## src/rtl/lightcube8_pkg.sv

```systemverilog
// Shared types and constants for the lightcube8 UART frame path.
// Holds the frame geometry, the sync header bytes and the assembler state/error encodings.
package lightcube8_pkg;

    localparam int         NBYTES = 64;
    localparam int         IDX_W  = $clog2(NBYTES);
    localparam logic [7:0] HDR0   = 8'hA5;
    localparam logic [7:0] HDR1   = 8'h5A;

    typedef enum logic [1:0] {
        IDLE,
        HDR,
        DATA,
        CSUM
    } asm_state_t;

    typedef enum logic [1:0] {
        ERR_NONE    = 2'd0,
        ERR_CSUM    = 2'd1,
        ERR_TIMEOUT = 2'd2
    } err_code_t;

endpackage

```

## src/rtl/byte_timeout.sv

```systemverilog
// Inter-byte watchdog: reloads on load, counts down while run, flags expiry at zero.
// The counter parks at zero whenever it is not running.
module byte_timeout #(
    parameter int TIMEOUT_CYCLES = 1_000_000
) (
    input  logic clk,
    input  logic rst,
    input  logic load,
    input  logic run,
    output logic expired
);
    localparam int            CW     = (TIMEOUT_CYCLES > 1) ? $clog2(TIMEOUT_CYCLES) : 1;
    localparam logic [CW-1:0] RELOAD = CW'(TIMEOUT_CYCLES - 1);

    logic [CW-1:0] count_q;

    always_ff @(posedge clk or negedge rst) begin
        if (!rst) begin
            count_q <= '0;
        end else if (load) begin
            count_q <= RELOAD;
        end else if (!run) begin
            count_q <= '0;
        end else if (count_q != '0) begin
            count_q <= count_q - CW'(1);
        end
    end

    assign expired = run && (count_q == '0);

endmodule

```

## src/rtl/uart_frame_assembler.sv

```systemverilog
// Hunts for the A5 5A header, gathers a 64-byte cube frame plus 8-bit checksum,
// and commits good frames to frame_cube; drops on bad checksum or inter-byte timeout.
module uart_frame_assembler
    import lightcube8_pkg::*;
#(
    parameter int TIMEOUT_CYCLES = 1_000_000
) (
    input  logic        clk,
    input  logic        rst,
    input  logic        en,
    input  logic [7:0]  rx_data,
    input  logic        rx_valid,
    output logic [7:0]  frame_cube [NBYTES-1:0],
    output logic        frame_done,
    output logic        frame_err,
    output logic [1:0]  err_code,
    output logic [15:0] frame_count
);
    localparam logic [IDX_W-1:0] LAST_IDX = IDX_W'(NBYTES - 1);

    asm_state_t       state_q, state_d;
    logic [IDX_W-1:0] idx_q;
    logic [7:0]       sum_q;
    logic [7:0]       staging [NBYTES-1:0];
    err_code_t        err_q;

    logic start, take_data, commit, drop_csum, drop_timeout;
    logic tmr_load, tmr_run, tmr_expired;

    byte_timeout #(
        .TIMEOUT_CYCLES(TIMEOUT_CYCLES)
    ) u_timeout (
        .clk    (clk),
        .rst    (rst),
        .load   (tmr_load),
        .run    (tmr_run),
        .expired(tmr_expired)
    );

    assign tmr_run = en && ((state_q == DATA) || (state_q == CSUM));

    // NOTE: every signal gets a default before the case so no path leaves it unassigned (no latches).
    always_comb begin
        state_d      = state_q;
        start        = 1'b0;
        take_data    = 1'b0;
        commit       = 1'b0;
        drop_csum    = 1'b0;
        drop_timeout = 1'b0;
        tmr_load     = 1'b0;

        if (!en) begin
            state_d = IDLE;
        end else if (rx_valid) begin
            // A byte arriving in the expiry cycle is taken; the watchdog is simply reloaded.
            case (state_q)
                IDLE: if (rx_data == HDR0) state_d = HDR;
                HDR: begin
                    if (rx_data == HDR1) begin
                        state_d  = DATA;
                        start    = 1'b1;
                        tmr_load = 1'b1;
                    end else if (rx_data != HDR0) begin
                        state_d = IDLE;
                    end
                end
                DATA: begin
                    take_data = 1'b1;
                    tmr_load  = 1'b1;
                    if (idx_q == LAST_IDX) state_d = CSUM;
                end
                CSUM: begin
                    state_d = IDLE;
                    if (rx_data == sum_q) commit = 1'b1;
                    else drop_csum = 1'b1;
                end
                default: state_d = IDLE;
            endcase
        end else if (tmr_expired) begin
            state_d      = IDLE;
            drop_timeout = 1'b1;
        end
    end

    // NOTE: clocked state uses non-blocking assignments so every register samples pre-edge values.
    always_ff @(posedge clk or negedge rst) begin
        if (!rst) state_q <= IDLE;
        else      state_q <= state_d;
    end

    // NOTE: staging and frame_cube are cleared on reset because the frame is observable after reset.
    always_ff @(posedge clk or negedge rst) begin
        if (!rst) begin
            idx_q       <= '0;
            sum_q       <= '0;
            staging     <= '{default: '0};
            frame_cube  <= '{default: '0};
            frame_done  <= 1'b0;
            frame_err   <= 1'b0;
            err_q       <= ERR_NONE;
            frame_count <= '0;
        end else begin
            frame_done <= commit;
            frame_err  <= drop_csum | drop_timeout;

            if (!en) begin
                idx_q <= '0;
            end else if (start) begin
                idx_q <= '0;
                sum_q <= '0;
            end else if (take_data) begin
                staging[idx_q] <= rx_data;
                sum_q          <= sum_q + rx_data;
                if (idx_q != LAST_IDX) idx_q <= idx_q + IDX_W'(1);
            end

            // The whole staged frame lands at once, so frame_cube is never partially updated.
            if (commit) begin
                frame_cube  <= staging;
                frame_count <= frame_count + 16'd1;
            end

            if (drop_csum)         err_q <= ERR_CSUM;
            else if (drop_timeout) err_q <= ERR_TIMEOUT;
        end
    end

    assign err_code = err_q;

endmodule
```

## config.mk

```make
export PLATFORM = sky130hd
export DESIGN_NAME = uart_frame_assembler
export DESIGN_NICKNAME = d
export VERILOG_FILES = /design/src/rtl/lightcube8_pkg.sv /design/src/rtl/byte_timeout.sv /design/src/rtl/uart_frame_assembler.sv
export SDC_FILE = /design/constraint.sdc
export NUM_CORES = 1
export LEC_CHECK = 0
export ABC_AREA = 1
export CAP_MARGIN = 20
export CORE_ASPECT_RATIO = 0.5
export CORE_MARGIN = 3
export CORE_UTILIZATION = 50
export DETAILED_ROUTE_END_ITERATION = 7
export GPL_TIMING_DRIVEN = 0
export HOLD_SLACK_MARGIN = 0.1
export PLACE_DENSITY = 0.84
export SYNTH_ARGS = -nofsm -noshare
export SYNTH_HDL_FRONTEND = slang
export SYNTH_SLANG_ARGS = --single-unit
```

## constraint.sdc

```tcl
create_clock -name clk -period 2 [get_ports clk]
set_input_delay 0.4 -clock clk [delete_from_list [all_inputs] [get_ports clk]]
set_output_delay 0.4 -clock clk [all_outputs]
set_load 0.02 [all_outputs]
```

==> results of run 1 <==
==> synth_stat cells, drive strengths merged, types with 5 or more instances <==
library cell / instances / share of area [%]
inv: 92 / 0.81
buf: 118 / 1.3
nor3: 52 / 1.0
dfrtp: 1080 / 63
xor2: 11 / 0.23
nand4: 11 / 0.16
a21oi: 14 / 0.16
ha: 16 / 0.47
nand3: 284 / 3.3
nand2: 3050 / 27
nor2: 82 / 0.75
clkbuf: 121 / 1.1
xnor2: 5 / 0.10
o21ai: 32 / 0.37
==> cell families after synthesis <==
group / synth area share (%)
flip-flops: 63.1
AND/OR/NAND/NOR: 32.1
adder cells (fa/ha/maj): 0.514
AO/OA/AOI/OAI: 0.743
buffers and inverters: 3.19
XOR/XNOR: 0.327
==> through the flow <==
stage / TNS (ns) / cells / setup WS (ns) / hold slack [ns] / util (%)
after floorplan: 0 / 4986 / 0.0211 / 0.104 / -
after global placement: - / 6645 / -45.51 / 0.451 / 58.8
after detailed placement: -1423.93 / 6654 / -1.72 / 0.353 / 59.1
after CTS: -173.59 / 6895 / -0.233 / -0.376 / 66.4
==> metal layers <==
metal | overflow | track usage (%)
met2 | 19 | 79.3
met4 | 35 | 58.6
met3 | 2 | 62.2
met5 | 0 | 52.2
met1 | 5 | 66.1
==> what timing repair did <==
action	CTS
buffers inserted	38
endpoints found under the hold margin	74
endpoints found under the setup margin	1752
pin swaps	36
gates cloned	34
resized for setup	575
==> impl_metrics.json, run 1 <==
{
  "grt_use_total_pct": 67.6,
  "fp.dieW_um": 420,
  "first-error": "[ERROR GRT-0232] Routing congestion too high. Check the congestion heatmap in the GUI.",
  "syn_nets": 5015,
  "grt_max_degree": 176,
  "clk_path_buf_depth": 3,
  "cts.sinks": 1080,
  "netlist_area_mm2": 0.0428,
  "synthCells": 4986,
  "syn_avg_cell_area_um2": 8.58,
  "port_buffers": 543,
  "place_congestion": 0.925,
  "worst_endpoint": "frame_cube[177]$_DFFE_PN0P_/D",
  "row_count": 75,
  "dpl-instance-area_mm2": 0.0499,
  "synth_edf_count": 0,
  "die_h_um": 213,
  "grt_overflow": 61,
  "synth_seq_area_share_pct": 63.1,
  "pin_count": 544,
  "postSynthRegisterBits": 1080,
  "ys_types": 30,
  "synth-main-ff-cell": "dfrtp_1",
  "root_buffer": "clkbuf_16",
  "lastStage": "global routing (5_1_grt)",
  "worstEpCategory": "register input",
  "synthArstFlopShare_pct": 100,
  "antenna_found_initial": 38,
  "dp_hpwl_mm": 101,
  "initial_utilization_pct": 50.7,
  "status": "aborted with a tool error",
  "cts.htree.levels": 3,
  "ys.warnings.count": 0,
  "cts_buffers": 93
}
==> inputs of run 2 (changes only) <==
--- a/config.mk
+++ b/config.mk
@@ -7,13 +7,11 @@
 export LEC_CHECK = 0
 export ABC_AREA = 1
 export CAP_MARGIN = 20
-export CORE_ASPECT_RATIO = 0.5
 export CORE_MARGIN = 3
-export CORE_UTILIZATION = 50
+export CORE_UTILIZATION = 40
 export DETAILED_ROUTE_END_ITERATION = 7
 export GPL_TIMING_DRIVEN = 0
-export HOLD_SLACK_MARGIN = 0.1
-export PLACE_DENSITY = 0.84
+export PLACE_DENSITY_LB_ADDON = 0.15
 export SYNTH_ARGS = -nofsm -noshare
 export SYNTH_HDL_FRONTEND = slang
 export SYNTH_SLANG_ARGS = --single-unit
==> constraint.sdc (replaced) <==
create_clock -name clk -period 2.6 [get_ports clk]
set_input_delay 0.52 -clock clk [delete_from_list [all_inputs] [get_ports clk]]
set_output_delay 0.52 -clock clk [all_outputs]
set_load 0.02 [all_outputs]
==> impl_metrics.json, run 2 <==
{
  "muxShareOfSynthArea_pct": 0,
  "drc": 0,
  "critPathCaptureType": "flop",
  "tns_ns": 0,
  "initial_utilization_pct": 40.5,
  "layout_commonest_cell": "nand2_1",
  "cap_violations": 0,
  "reg_top3": "frame_cube (512), staging (512), u_timeout.count_q (20)",
  "dpl-instance-area_mm2": 0.0502,
  "cts_buffers": 114,
  "crit_type": "reg2reg",
  "postSynthRegisterBits": 1080,
  "rsz0062_at_grt": "yes",
  "drive_gt1_share_pct": 6.98,
  "row_count": 119,
  "multi_input_area_mm2": 0.0146,
  "tritoncts": "done",
  "drtAntennaViolNets": 0,
  "synthCells": 4986,
  "worst_pin_slew_ns": 1.20,
  "critPathMaxFanout": 10,
  "synth_seq_area_share_pct": 63.1,
  "wl_per_cell_um": 20.8,
  "synth_top_cell_area_share_pct": 63.1,
  "post-route-util_pct": 51.7,
  "root_buffer": "clkbuf_16",
  "n_fill_cell": 9996,
  "netlist_area_mm2": 0.0428,
  "grt_pass1_vias": 34400,
  "wl_mm": 149,
  "drt_first_pass_iters": 7,
  "synth_top_family_by_area": "simple AND/OR/NAND/NOR gates",
  "ir_drop_uv": 481,
  "synth_edf_count": 0,
  "worstRegToRegCells": 10,
  "port_buffers": 543,
  "hold_slack_ns": -0.223,
  "synthXorXnorAreaFrac_pct": 0.327,
  "clkSlewWorstSetupHoldPaths_ns": 0.06,
  "setup.worst_path.end": "frame_cube[151]$_DFFE_PN0P_",
  "cp.arrival_ns": 3.15,
  "worst_slew_margin_rel_pct": 19.7,
  "max_freq_mhz": 398,
  "coreArea_mm2": 0.106,
  "cts.htree.levels": 3,
  "viasPerCell": 4.95,
  "hold_class": "in2async",
  "synth.largest_area_cell": "dfrtp_1",
  "drtIter0Drc": 3436,
  "grt_max_degree": 176,
  "syn_avg_cell_area_um2": 8.58,
  "pin_count": 544,
  "nNetsFinal": 5694,
  "crit_family": "buffers and inverters",
  "skew_ns": 0.0224,
  "reg2reg_from": "sum_q[3]$_DFFE_PN0P_",
  "yosysMostFrequentCell": "nand2_1",
  "setup_viol": 0,
  "clk_path_buf_depth": 3,
  "dp_hpwl_mm": 105,
  "start_kind": "flop",
  "slew_viol_final": 0,
  "cp.required_ns": 3.24,
  "place_congestion": 0.844,
  "synth_common_cells": "nand2_1 (3050), dfrtp_1 (1080), nand3_1 (284)",
  "syn_nets": 5015,
  "final_cell_mix": "nand2_1 (3028), dfrtp_1 (1080), clkdlybuf4s50_1 (541)",
  "grt_use_total_pct": 26.5,
  "path_cells": "ha_1, nor2_1, nand3_1, nor2_2, nand3_4, inv_2, buf_4, buf_2, nand2_1, nand2_1",
  "period_needed_ns": 2.51,
  "ff_latch_area_mm2": 0.0270,
  "status": "finished, violations left",
  "grt_overflow": 0,
  "yosys.area_share.simple_pct": 32.1,
  "startpoint": "sum_q[3]$_DFFE_PN0P_",
  "violations": "negative hold slack",
  "reg2reg_to": "frame_cube[151]$_DFFE_PN0P_",
  "synth_area_leaders": "dfrtp_1 (63%), nand2_1 (27%), nand3_1 (3.3%), clkbuf_1 (1.1%), buf_2 (1.0%)",
  "ys_types": 30,
  "p_leak_nw": 29.8,
  "vias": 35500,
  "cp.depth": 10,
  "crit_buf_inv": 3,
  "grt_first_pass_wirelength_mm": 222,
  "die_h_um": 333,
  "final_area_mm2": 0.0546,
  "ys.warnings.count": 0,
  "synth_compound_area_share_pct": 0.743,
  "synthAdderAreaFrac_pct": 0.514,
  "dieArea_mm2": 0.111,
  "fin_crit_sh_pct": 96.6,
  "antenna_found_initial": 6,
  "cpMaxStageDelayCell": "dfrtp_1",
  "areaGrowthSynthToFinish_pct": 27.7,
  "finalHoldViolations": 110,
  "clk_latency_ns": 0.71,
  "crit_top_cell": "nand2_1",
  "rrSetupSlack_ns": 0.09,
  "fp.dieW_um": 333,
  "synth-main-ff-cell": "dfrtp_1",
  "max_stage_delay_ns": 0.39,
  "cts.sinks": 1080,
  "synthArstFlopShare_pct": 100,
  "powerDensity_mw_per_mm2": 635
}
## run 2: cell counts after synthesis
No cell type changed its count.
## run 2: repair_timing
action | 4_1_cts | 5_1_grt
resized for setup | 37 | 86
pin swaps | 1 | 3
endpoints found under the hold margin | 110 | 110
endpoints found under the setup margin | 824 | 756
setup buffers | 2 | 6
cloned | 0 | 1
## run 2: power by group
part	total [mW]	switching (mW)	internal, mW
combinational	0.744	0.651	0.0930
sequential	16.8	0.00316	16.8
clock	17.1	7.01	10.1
## run 2: kinds of logic (layout without fill, tap and decap cells)
kind of cell               after synthesis  in the layout
other                                    0              4
xor gates and xnor gates                16             16
adders and majority gates               17             17
and+or+nand+nor                       3483           3483
buffers and inverters                  332           1109
AOI/OAI and AO/OA                       58             58
DFF                                   1080           1080
## run 2: metal layers
layer,share of wire [%],track usage (%),wire (µm)
met1,44,36.5,65300
met2,46,42.5,69100
met3,7.5,5.69,11100
met4,2.5,7.18,3770
met5,0,0,0
## run 2: final cells by class
| class | instances | share of cell area, % |
|---|---|---|
| Sequential cell | 1080 | 49.5 |
| Multi-Input combinational cell | 3574 | 26.8 |
| Timing Repair Buffer | 564 | 10.6 |
| Clock buffer | 166 | 6.21 |
| Tap cell | 1391 | 3.19 |
| Buffer | 238 | 2.09 |
| Clock inverter | 48 | 1.04 |
| Inverter | 93 | 0.639 |
| Antenna cell | 4 | 0.0183 |
## run 2: worst min-delay path by stage
stage | endpoint | slack, ns | depth (start not counted)
finish | frame_cube[331]$_DFFE_PN0P_ | -0.22 | 1
floorplan | err_code[0]$_DFFE_PN0P_ | 0.22 | 0
detailed placement | frame_cube[195]$_DFFE_PN0P_ | 0.45 | 2
CTS | frame_cube[334]$_DFFE_PN0P_ | -0.23 | 1
global route | frame_cube[331]$_DFFE_PN0P_ | -0.18 | 1
global placement | frame_cube[407]$_DFFE_PN0P_ | 0.45 | 2
## run 2: metrics by stage
step | power [mW] | instances | setup WS (ns)
after floorplan | 17.3 | 4986 | 0.501
after global placement | 17.8 | 6920 | -49.27
after detailed placement | 17.9 | 6932 | -1.54
after CTS | 35.0 | 7148 | 0.000864
after global routing | 35.7 | 7156 | -0.00976
final | 34.7 | 7158 | 0.0873
No activity file was read; power rests on OpenSTA's default activity.
